File: src/rtl/ram_march_bist.sv
// -----------------------------------------------------------------------------
// ram_march_bist
//   March C- built-in self-test initiator for a single-port synchronous RAM.
//   It writes the RAM through ram_data/ram_addr/ram_write and checks ram_q.
//   The first mismatch stops the run and reports the failing address and the
//   value read back.
//
//   Parameters
//     ADDR_W    RAM address width (depth = 2**ADDR_W)
//     DATA_W    RAM data width, must be even
//
//   Ports
//     clk         rising-edge clock, shared with the RAM
//     rst_n       asynchronous active-low reset
//     start       run request, sampled only in IDLE
//     busy        high while a run is in progress
//     done        one-cycle pulse at the end of a run (pass or fail)
//     fail        sticky mismatch flag, cleared by the next accepted start
//     fail_addr   address of the first mismatch
//     fail_data   value read at the first mismatch
//     ram_data    to RAM data
//     ram_addr    to RAM addr
//     ram_write   to RAM write
//     ram_q       from RAM q
//
//   Configuration macro
//     RAM_BIST_CHECKERBOARD_EN  when defined, a second full M0..M5 pass runs
//                               with backgrounds 0101.. / 1010..
//
//   RAM read contract: a read cycle (ram_write=0) registers ram_addr in the
//   RAM; ram_q is valid in the following cycle and is not disturbed by a
//   write cycle, since a write does not load the RAM address register.
// -----------------------------------------------------------------------------
module ram_march_bist #(
   parameter int ADDR_W = 6,
   parameter int DATA_W = 8
) (
   input  logic              clk,
   input  logic              rst_n,
   input  logic              start,
   output logic              busy,
   output logic              done,
   output logic              fail,
   output logic [ADDR_W-1:0] fail_addr,
   output logic [DATA_W-1:0] fail_data,
   output logic [DATA_W-1:0] ram_data,
   output logic [ADDR_W-1:0] ram_addr,
   output logic              ram_write,
   input  logic [DATA_W-1:0] ram_q
);

   typedef enum logic [2:0] {
      S_IDLE   = 3'd0,
      S_M0_W   = 3'd1,
      S_RW_RD  = 3'd2,
      S_RW_WR  = 3'd3,
      S_M5_RD  = 3'd4,
      S_M5_CHK = 3'd5,
      S_DONE   = 3'd6
   } state_t;

   localparam logic [ADDR_W-1:0] ADDR_ZERO = '0;
   localparam logic [ADDR_W-1:0] ADDR_MAX  = '1;
   localparam logic [ADDR_W-1:0] ADDR_ONE  = {{(ADDR_W-1){1'b0}}, 1'b1};
   localparam logic [DATA_W-1:0] DATA_ZERO = '0;
`ifdef RAM_BIST_CHECKERBOARD_EN
   localparam logic [DATA_W-1:0] CB_PAT    = {(DATA_W/2){2'b01}};
`endif

   localparam logic [2:0] EL_M0 = 3'd0;
   localparam logic [2:0] EL_M1 = 3'd1;
   localparam logic [2:0] EL_M2 = 3'd2;
   localparam logic [2:0] EL_M3 = 3'd3;
   localparam logic [2:0] EL_M4 = 3'd4;
   localparam logic [2:0] EL_M5 = 3'd5;

   // Elements M3/M4 walk the address space downwards.
   function automatic logic elem_down(input logic [2:0] el);
      return (el == EL_M3) || (el == EL_M4);
   endfunction

   // M2/M4 read B1 and write B0; M1/M3 read B0 and write B1.
   function automatic logic elem_reads_b1(input logic [2:0] el);
      return (el == EL_M2) || (el == EL_M4);
   endfunction

   state_t              state_r, state_n;
   logic [2:0]          elem_r, elem_n;
   logic [ADDR_W-1:0]   addr_r, addr_n;
   logic [DATA_W-1:0]   data_r, data_n;
   logic                wr_r, wr_n;
   logic                busy_r, busy_n;
   logic                done_r, done_n;
   logic                fail_r, fail_n;
   logic [ADDR_W-1:0]   fail_addr_r, fail_addr_n;
   logic [DATA_W-1:0]   fail_data_r, fail_data_n;
`ifdef RAM_BIST_CHECKERBOARD_EN
   logic                pass_r, pass_n;
`endif

   logic [DATA_W-1:0]   bg0_s, bg1_s;
   logic [DATA_W-1:0]   exp_rd_s;
   logic [ADDR_W-1:0]   cmp_addr_s;
   logic                mismatch_s;

`ifdef RAM_BIST_CHECKERBOARD_EN
   assign bg0_s = pass_r ? CB_PAT : DATA_ZERO;
`else
   assign bg0_s = DATA_ZERO;
`endif
   assign bg1_s = ~bg0_s;

   // Compare ram_q against the value expected from the read issued last cycle.
   always_comb begin
      mismatch_s = 1'b0;
      cmp_addr_s = addr_r;
      exp_rd_s   = bg0_s;
      case (state_r)
         S_RW_WR: begin
            exp_rd_s   = elem_reads_b1(elem_r) ? bg1_s : bg0_s;
            mismatch_s = (ram_q != exp_rd_s);
         end
         S_M5_RD: begin
            // At address 0 there is no earlier M5 read to check yet.
            cmp_addr_s = addr_r - ADDR_ONE;
            mismatch_s = (addr_r != ADDR_ZERO) && (ram_q != bg0_s);
         end
         S_M5_CHK: begin
            mismatch_s = (ram_q != bg0_s);
         end
         default: begin
            mismatch_s = 1'b0;
         end
      endcase
   end

   // Next-state and next-output logic of the march sequencer.
   always_comb begin
      state_n     = state_r;
      elem_n      = elem_r;
      addr_n      = addr_r;
      data_n      = data_r;
      wr_n        = 1'b0;
      busy_n      = busy_r;
      done_n      = 1'b0;
      fail_n      = fail_r;
      fail_addr_n = fail_addr_r;
      fail_data_n = fail_data_r;
`ifdef RAM_BIST_CHECKERBOARD_EN
      pass_n      = pass_r;
`endif
      case (state_r)
         S_IDLE: begin
            if (start) begin
               state_n     = S_M0_W;
               elem_n      = EL_M0;
               addr_n      = ADDR_ZERO;
               data_n      = DATA_ZERO;
               wr_n        = 1'b1;
               busy_n      = 1'b1;
               fail_n      = 1'b0;
               fail_addr_n = ADDR_ZERO;
               fail_data_n = DATA_ZERO;
`ifdef RAM_BIST_CHECKERBOARD_EN
               pass_n      = 1'b0;
`endif
            end else begin
               state_n = S_IDLE;
            end
         end
         S_M0_W: begin
            if (addr_r == ADDR_MAX) begin
               state_n = S_RW_RD;
               elem_n  = EL_M1;
               addr_n  = ADDR_ZERO;
            end else begin
               addr_n  = addr_r + ADDR_ONE;
               data_n  = bg0_s;
               wr_n    = 1'b1;
            end
         end
         S_RW_RD: begin
            state_n = S_RW_WR;
            data_n  = elem_reads_b1(elem_r) ? bg0_s : bg1_s;
            wr_n    = 1'b1;
         end
         S_RW_WR: begin
            if (mismatch_s) begin
               state_n     = S_DONE;
               busy_n      = 1'b0;
               done_n      = 1'b1;
               fail_n      = 1'b1;
               fail_addr_n = cmp_addr_s;
               fail_data_n = ram_q;
            end else if (elem_down(elem_r) ? (addr_r == ADDR_ZERO)
                                           : (addr_r == ADDR_MAX)) begin
               // Element boundary: reload the address for the next direction.
               if (elem_r == EL_M4) begin
                  state_n = S_M5_RD;
                  elem_n  = EL_M5;
                  addr_n  = ADDR_ZERO;
               end else begin
                  state_n = S_RW_RD;
                  elem_n  = elem_r + 3'd1;
                  addr_n  = elem_down(elem_r + 3'd1) ? ADDR_MAX : ADDR_ZERO;
               end
            end else begin
               state_n = S_RW_RD;
               addr_n  = elem_down(elem_r) ? (addr_r - ADDR_ONE)
                                           : (addr_r + ADDR_ONE);
            end
         end
         S_M5_RD: begin
            if (mismatch_s) begin
               state_n     = S_DONE;
               busy_n      = 1'b0;
               done_n      = 1'b1;
               fail_n      = 1'b1;
               fail_addr_n = cmp_addr_s;
               fail_data_n = ram_q;
            end else if (addr_r == ADDR_MAX) begin
               state_n = S_M5_CHK;
            end else begin
               addr_n  = addr_r + ADDR_ONE;
            end
         end
         S_M5_CHK: begin
            if (mismatch_s) begin
               state_n     = S_DONE;
               busy_n      = 1'b0;
               done_n      = 1'b1;
               fail_n      = 1'b1;
               fail_addr_n = cmp_addr_s;
               fail_data_n = ram_q;
`ifdef RAM_BIST_CHECKERBOARD_EN
            end else if (!pass_r) begin
               // Solid pass clean: rerun everything on checkerboard backgrounds.
               pass_n  = 1'b1;
               state_n = S_M0_W;
               elem_n  = EL_M0;
               addr_n  = ADDR_ZERO;
               data_n  = CB_PAT;
               wr_n    = 1'b1;
`endif
            end else begin
               state_n = S_DONE;
               busy_n  = 1'b0;
               done_n  = 1'b1;
            end
         end
         S_DONE: begin
            state_n = S_IDLE;
            busy_n  = 1'b0;
         end
         default: begin
            state_n = S_IDLE;
            busy_n  = 1'b0;
         end
      endcase
   end

   // State and registered-output update.
   always_ff @(posedge clk or negedge rst_n) begin
      if (!rst_n) begin
         state_r     <= S_IDLE;
         elem_r      <= EL_M0;
         addr_r      <= ADDR_ZERO;
         data_r      <= DATA_ZERO;
         wr_r        <= 1'b0;
         busy_r      <= 1'b0;
         done_r      <= 1'b0;
         fail_r      <= 1'b0;
         fail_addr_r <= ADDR_ZERO;
         fail_data_r <= DATA_ZERO;
`ifdef RAM_BIST_CHECKERBOARD_EN
         pass_r      <= 1'b0;
`endif
      end else begin
         state_r     <= state_n;
         elem_r      <= elem_n;
         addr_r      <= addr_n;
         data_r      <= data_n;
         wr_r        <= wr_n;
         busy_r      <= busy_n;
         done_r      <= done_n;
         fail_r      <= fail_n;
         fail_addr_r <= fail_addr_n;
         fail_data_r <= fail_data_n;
`ifdef RAM_BIST_CHECKERBOARD_EN
         pass_r      <= pass_n;
`endif
      end
   end

   // The registered write request is withdrawn in the cycle whose compare
   // fails, so a faulty cell is never overwritten with the next background.
   assign ram_write = wr_r & ~mismatch_s;
   assign ram_addr  = addr_r;
   assign ram_data  = data_r;
   assign busy      = busy_r;
   assign done      = done_r;
   assign fail      = fail_r;
   assign fail_addr = fail_addr_r;
   assign fail_data = fail_data_r;

endmodule

File: config.mk
export PLATFORM = sky130hd
export DESIGN_NAME = ram_march_bist
export DESIGN_NICKNAME = d
export VERILOG_FILES = /design/src/rtl/ram_march_bist.sv
export SDC_FILE = /design/constraint.sdc
export NUM_CORES = 1
export LEC_CHECK = 0
export ABC_AREA = 1
export BUFFER_PORTS_ARGS = -buffer_cell sky130_fd_sc_hd__buf_4
export CAP_MARGIN = 30
export CORE_MARGIN = 3
export CORE_UTILIZATION = 40
export CTS_CLUSTER_DIAMETER = 30
export DETAILED_ROUTE_END_ITERATION = 12
export GPL_ROUTABILITY_DRIVEN = 0
export PLACE_DENSITY = 0.59
export SKIP_LAST_GASP = 1
export SYNTH_ARGS = -nofsm -noshare
export SYNTH_HDL_FRONTEND = slang
export SYNTH_SLANG_ARGS = --single-unit
File: constraint.sdc
create_clock -name clk -period 2.15 [get_ports clk]
set_clock_uncertainty 0.15 [all_clocks]
set_input_delay 0.43 -clock clk [delete_from_list [all_inputs] [get_ports clk]]
set_output_delay 0.43 -clock clk [all_outputs]
set_load 0.1 [all_outputs]
* Word-level counts from Yosys, hierarchy flattened *
Cells that the tools add are included.

operators by class
  reductions and logical operators = 21
  multiply operators = 0
  shift operators = 0
  mux-type cells = 47
  bitwise logic cells = 3
  add/sub/neg operators = 3
  div/mod/pow operators = 0
  eq/ne operators = 22
  $lt $le $gt $ge = 0

operators by type and width
  kind                 number
  $mux 6               11
  $mux 8               5
  $mux 3               11
  $pmux 6 s4           1
  $pmux 8 s3           1
  $pmux 3 s6           1
  $pmux 8 s2           1
  $eq 3x2->1 const B   5
  $ne 2x2->1 const B   7
  $eq 3x3->1 const B   4
  $pmux 6 s2           1
  $reduce_and 5->1     2
  $mux 1               9
  $pmux 1 s3           3
  $pmux 3 s3           1
  $reduce_and 3->1     3
  $ne 8x8->1           1
  $reduce_bool 8->1    1
  $add 6x1->6 const B  1
  $eq 6x6->1 const B   1
  $logic_not 6->1      1
  $reduce_bool 3->1    2
  $reduce_bool 6->1    1
  $sub 6x1->6 const B  1
  other kinds (15)     21

storage, ports and cells
  memory bits (writable) = 0
  logic and storage cells = 106
  bits in read-only memories = 0
  output and inout port bits = 32
  memories kept = 0
  bits in latches = 0
  input port bits = 11
  bits in registers = 38

* Depth between registers and ports, before layout *
  word-level depth = 8
  depth in mapped cells = 13
  mapped depth without buffers = 13

* Worst setup path before layout *
No wires, ideal clock.

  path type = reg2out
  from = register addr_r[0], in the netlist ram_addr[0]
  to = output port ram_write
  stages on the path, launching flop included = 8
  buffers on the path = 1
  data arrival time = 3.159 ns
  required time = 1.570 ns
  setup slack = -1.589 ns
  path through = dfrtp_1 > inv_1 > ha_1 > nand4_1 > nand3_1 > nand2_4 > buf_2 > nor2_1

between the ends
  word-level cells in the longest chain between the ends = 5

ends and longest elaborated chain
  item                    RTL line  text
  start, declared         89        logic [ADDR_W-1:0] addr_r, addr_n;
  start signal, assigned  281       addr_r <= addr_n;
  $reduce_bool 6->1       126       mismatch_s = (addr_r != ADDR_ZERO) && (ram_q != bg0_s);
  $logic_and 1x1->1       126
  $pmux 1 s3              118       case (state_r)
  $not 1->1               297       assign ram_write = wr_r & ~mismatch_s;
  $and 1x1->1             297
  end, declared           48        output logic ram_write,

Every way passes these cells.

* Worst setup path after layout *
  from = register elem_r[1]
  to = output port ram_write

between the ends
  word-level cells in the longest chain between the ends = 7

ends and longest elaborated chain
  item                                      RTL line  text
  start, declared                           88        logic [2:0] elem_r, elem_n;
  start signal, assigned                    280       elem_r <= elem_n;
  $eq 3x2->1 or $eq 3x3->1 (tied branches)  84        return (el == EL_M2) || (el == EL_M4);
  $logic_or 1x1->1 (*)                      84
  $mux 8 (*)                                120       exp_rd_s = elem_reads_b1(elem_r) ? bg1_s : bg0_s;
  $ne 8x8->1 (*)                            121       mismatch_s = (ram_q != exp_rd_s);
  $pmux 1 s3 (*)                            118
  $not 1->1 (*)                             297
  $and 1x1->1 (*)                           297

Every way passes the cells marked *; elsewhere a longest branch is shown, timed or not.

==> flow_metrics.py <==
metrics = {
    "power_and_ir_drop": {
        "combPwrFrac_pct": 3.0,
        "irDropWorstVdd_mv": 0.307,
        "leakagePower_nw": 1.53,
        "p_sw_share_pct": 21.1,
        "clockPowerShare_pct": 49.8,
        "power_density_nw_per_um2": 421,
        "pwr-share-seq_pct": 47.2,
        "power.switching_mw": 0.260,
        "internal-power_mw": 0.973,
    },
    "timing": {
        "fin_tns_setup_ns": -0.0391,
        "rsz0062_at_grt": "true",
        "worst_slack_ns": -0.0391,
        "setup_violations": 1,
        "finalCriticalPeriod_ns": 2.19,
        "slew_violations": 0,
        "hold_viol": 0,
        "fin_crit_sh_pct": 102,
        "worst-slew-pin-transition_ns": 0.402,
        "relSlewSlack_pct": 73.2,
        "max_freq_mhz": 457,
    },
    "grt": {
        "antenna_found_initial": 0,
        "grt_use_met2_pct": 31.7,
        "grt_busiest_layer": "met2",
        "use_met1_pct": 26.9,
        "grt.overflow.total": 0,
        "grtUsageTotal_pct": 19.7,
        "grt_first_pass_wirelength_um": 10000,
        "grt_pass1_vias": 2085,
        "grt_max_degree": 32,
        "grtUsageMet3_pct": 4.04,
    },
    "setup_path": {
        "crit_start": "elem_r[1]",
        "r2r_end": "ram_addr[5]",
        "reg2regPathDepth": 11,
        "slowest_stage": "dfrtp_1",
        "crit_chain": "inv_1, ha_2, nand2_2, nand2_4, nand3_4, nand3_4, nand2_4, nor2_4, buf_12",
        "critPathMaxFanout": 4,
        "reg2reg_setup_slack_ns": 0.09,
        "criticalPathCategory": "reg2out",
        "end_kind": "output pin",
        "required_ns": 1.57,
        "timing.rr.start": "ram_addr[0]",
        "crit_arrival_ns": 1.61,
        "max_stage_delay_ns": 0.41,
        "cp-start-kind": "flip-flop",
    },
    "die": {
        "die_y_um": 80.7,
        "rows": 26,
        "die-area_um2": 6510,
        "io_pins": 43,
        "die_w_um": 80.7,
        "core_area_um2": 5240,
        "start_util_pct": 42.6,
    },
    "synthesis": {
        "yosys.area.top_type": "dfrtp_1",
        "synth_seq_cells": 31,
        "ys_seq_area_share_pct": 34.8,
        "synth-edff-count": 0,
        "synth_compound_area_share_pct": 6.23,
        "ys_types": 30,
        "synthXorXnorAreaFrac_pct": 0.786,
        "yosysMostFrequentCell": "nand2_1",
        "synthArstFlopShare_pct": 100,
        "synth_common_cells": "nand2_1, nand3_1, dfrtp_1",
        "muxShareOfSynthArea_pct": 0,
        "synth_area_leaders": "dfrtp_1, nand2_1, nand3_1",
        "syn_avg_cell_area_um2": 7.03,
        "netlist_instances": 317,
        "synth_simple_gate_area_share_pct": 42.9,
        "synth_nets": 336,
        "synthAdderAreaFrac_pct": 4.49,
        "synth_top_family_by_area": "simple AND/OR/NAND/NOR gates",
        "synth_top_area_share_pct": 34.8,
        "synth_warnings": 0,
        "synthFlopType": "dfrtp_1",
        "syn-cell-area_um2": 2230,
    },
    "place": {
        "dp_hpwl_um": 4390,
        "io_buffers": 42,
        "pre_cts_slack_ns": 0.0754,
        "placed_cell_area_um2": 2680,
    },
    "clock_network": {
        "htreeDepth": 2,
        "root_buffer": "clkbuf_8",
        "clock_latency_ns": 0.29,
        "cts_tree": "built",
        "cts_made_buffers": 5,
        "cts_max_path_buffers": 2,
        "cts_sinks": 31,
        "clk_pin_slew_ns": 0.07,
    },
    "layout": {
        "diodes": 0,
        "nNetsFinal": 394,
        "layout-drive-gt1-share_pct": 31.9,
        "syn2layout_area_growth_pct": 31.3,
        "final.fill_count": 527,
        "stdcell_area_um2": 2930,
    },
    "routing": {
        "viasPerCell": 5.00,
        "first_iter_violations": 138,
        "antenna_left": 0,
        "wl_per_cell_um": 13.2,
        "dr.pass1.iters": 4,
        "vias": 2229,
        "drt_wl_total_um": 5880,
        "drcViolationCount": 0,
    },
    "hold_path": {
        "hold-path-endpoint": "fail_data[0]",
        "hp-class": "in2reg",
        "hp-start": "ram_q[0]",
        "holdPathStages": 3,
    },
    "status": {
        "violations": "setup timing",
        "outcome": "complete, but fails checks",
    },
    "run": {
        "drv_cap": 0,
    },
}
==> worst max-delay path by stage <==
stage,endpoint,slack (ns)
floorplan,ram_write,-0.29
global route,ram_write,-0.12
detailed placement,ram_write,0.08
finish,ram_write,-0.04
CTS,ram_write,-0.03
global placement,ram_write,0.12
==> power groups by stage <==
| stage | clock, mW | combinational [mW] | sequential [mW] |
|---|---|---|---|
| 2_1_floorplan | 0 | 0.00529 | 0.594 |
| 3_3_place_gp | 0 | 0.0362 | 0.594 |
| 3_5_place_dp | 0 | 0.0365 | 0.594 |
| 4_1_cts | 0.637 | 0.0381 | 0.583 |
| 5_1_grt | 0.655 | 0.0428 | 0.582 |
| 6_report | 0.614 | 0.0370 | 0.583 |
==> cell usage in the layout, fill, tap and decap left out, drive strengths merged, types with 2 or more instances in the layout <==
| master | count |
|---|---|
| ha | 8 |
| a31oi | 2 |
| dfrtp | 31 |
| inv | 34 |
| clkbuf | 6 |
| nand3 | 54 |
| o21ai | 14 |
| nand2 | 118 |
| nor2 | 24 |
| o211ai | 2 |
| a21oi | 4 |
| buf | 64 |
| nand4 | 7 |
==> worst max-delay path, delay by kind of cell (launching register included) <==
family	cells	cell delay [ns]
DFF	1	0.41
buffers and inverters	2	0.26
adders and majority gates	1	0.17
and+or+nand+nor	6	0.49
==> routing by layer <==
layer  vias up  part of all wire, %
met5         -                    0
met4         0                  1.1
met3         8                  6.1
met2        75                   46
met1      1020                   46
li1       1126                    -
==> sequential cells by signal, indices dropped and copies added, names as in the netlist <==
register,count
state_r,3
fail,1
elem_r,3
done,1
fail_data,8
busy,1
fail_addr,6
ram_data,1
ram_addr,6
wr_r,1
==> through the flow <==
stage	total power [mW]	util, %	std cells	hold slack [ns]
3_5_place_dp	0.631	51.2	430	0.245
2_1_floorplan	0.600	-	317	-0.0156
3_3_place_gp	0.630	51.2	430	0.245
6_report	1.23	55.9	446	0.215
5_1_grt	1.28	55.9	446	0.226
4_1_cts	1.26	55.0	443	0.211
==> cell families (layout without fill, tap and decap cells) <==
kind of cell	Yosys count	count (layout)
and+or+nand+nor	204	204
buffers and inverters	48	107
DFF	31	31
AOI/OAI and AO/OA	24	24
adders and majority gates	8	8
xor gates and xnor gates	2	2
==> area by class of cell <==
| type | instances | area, um2 | area share, % |
|---|---|---|---|
| Inverter | 34 | 135 | 4.62 |
| Timing Repair Buffer | 65 | 503 | 17.2 |
| Clock inverter | 2 | 35.0 | 1.20 |
| Clock buffer | 6 | 82.6 | 2.82 |
| Tap cell | 70 | 87.6 | 2.99 |
| Sequential cell | 31 | 793 | 27.1 |
| Multi-Input combinational cell | 238 | 1290 | 44.1 |
==> timing repair <==
action	CTS	global route
pin swaps	4	5
cloned	0	0
endpoints found under the setup margin	1	8
hold endpoints to repair	31	0
hold buffers	1	0
resized for setup	13	4
buffers inserted	4	4
Note: power is estimated with default switching activity, not from simulation.
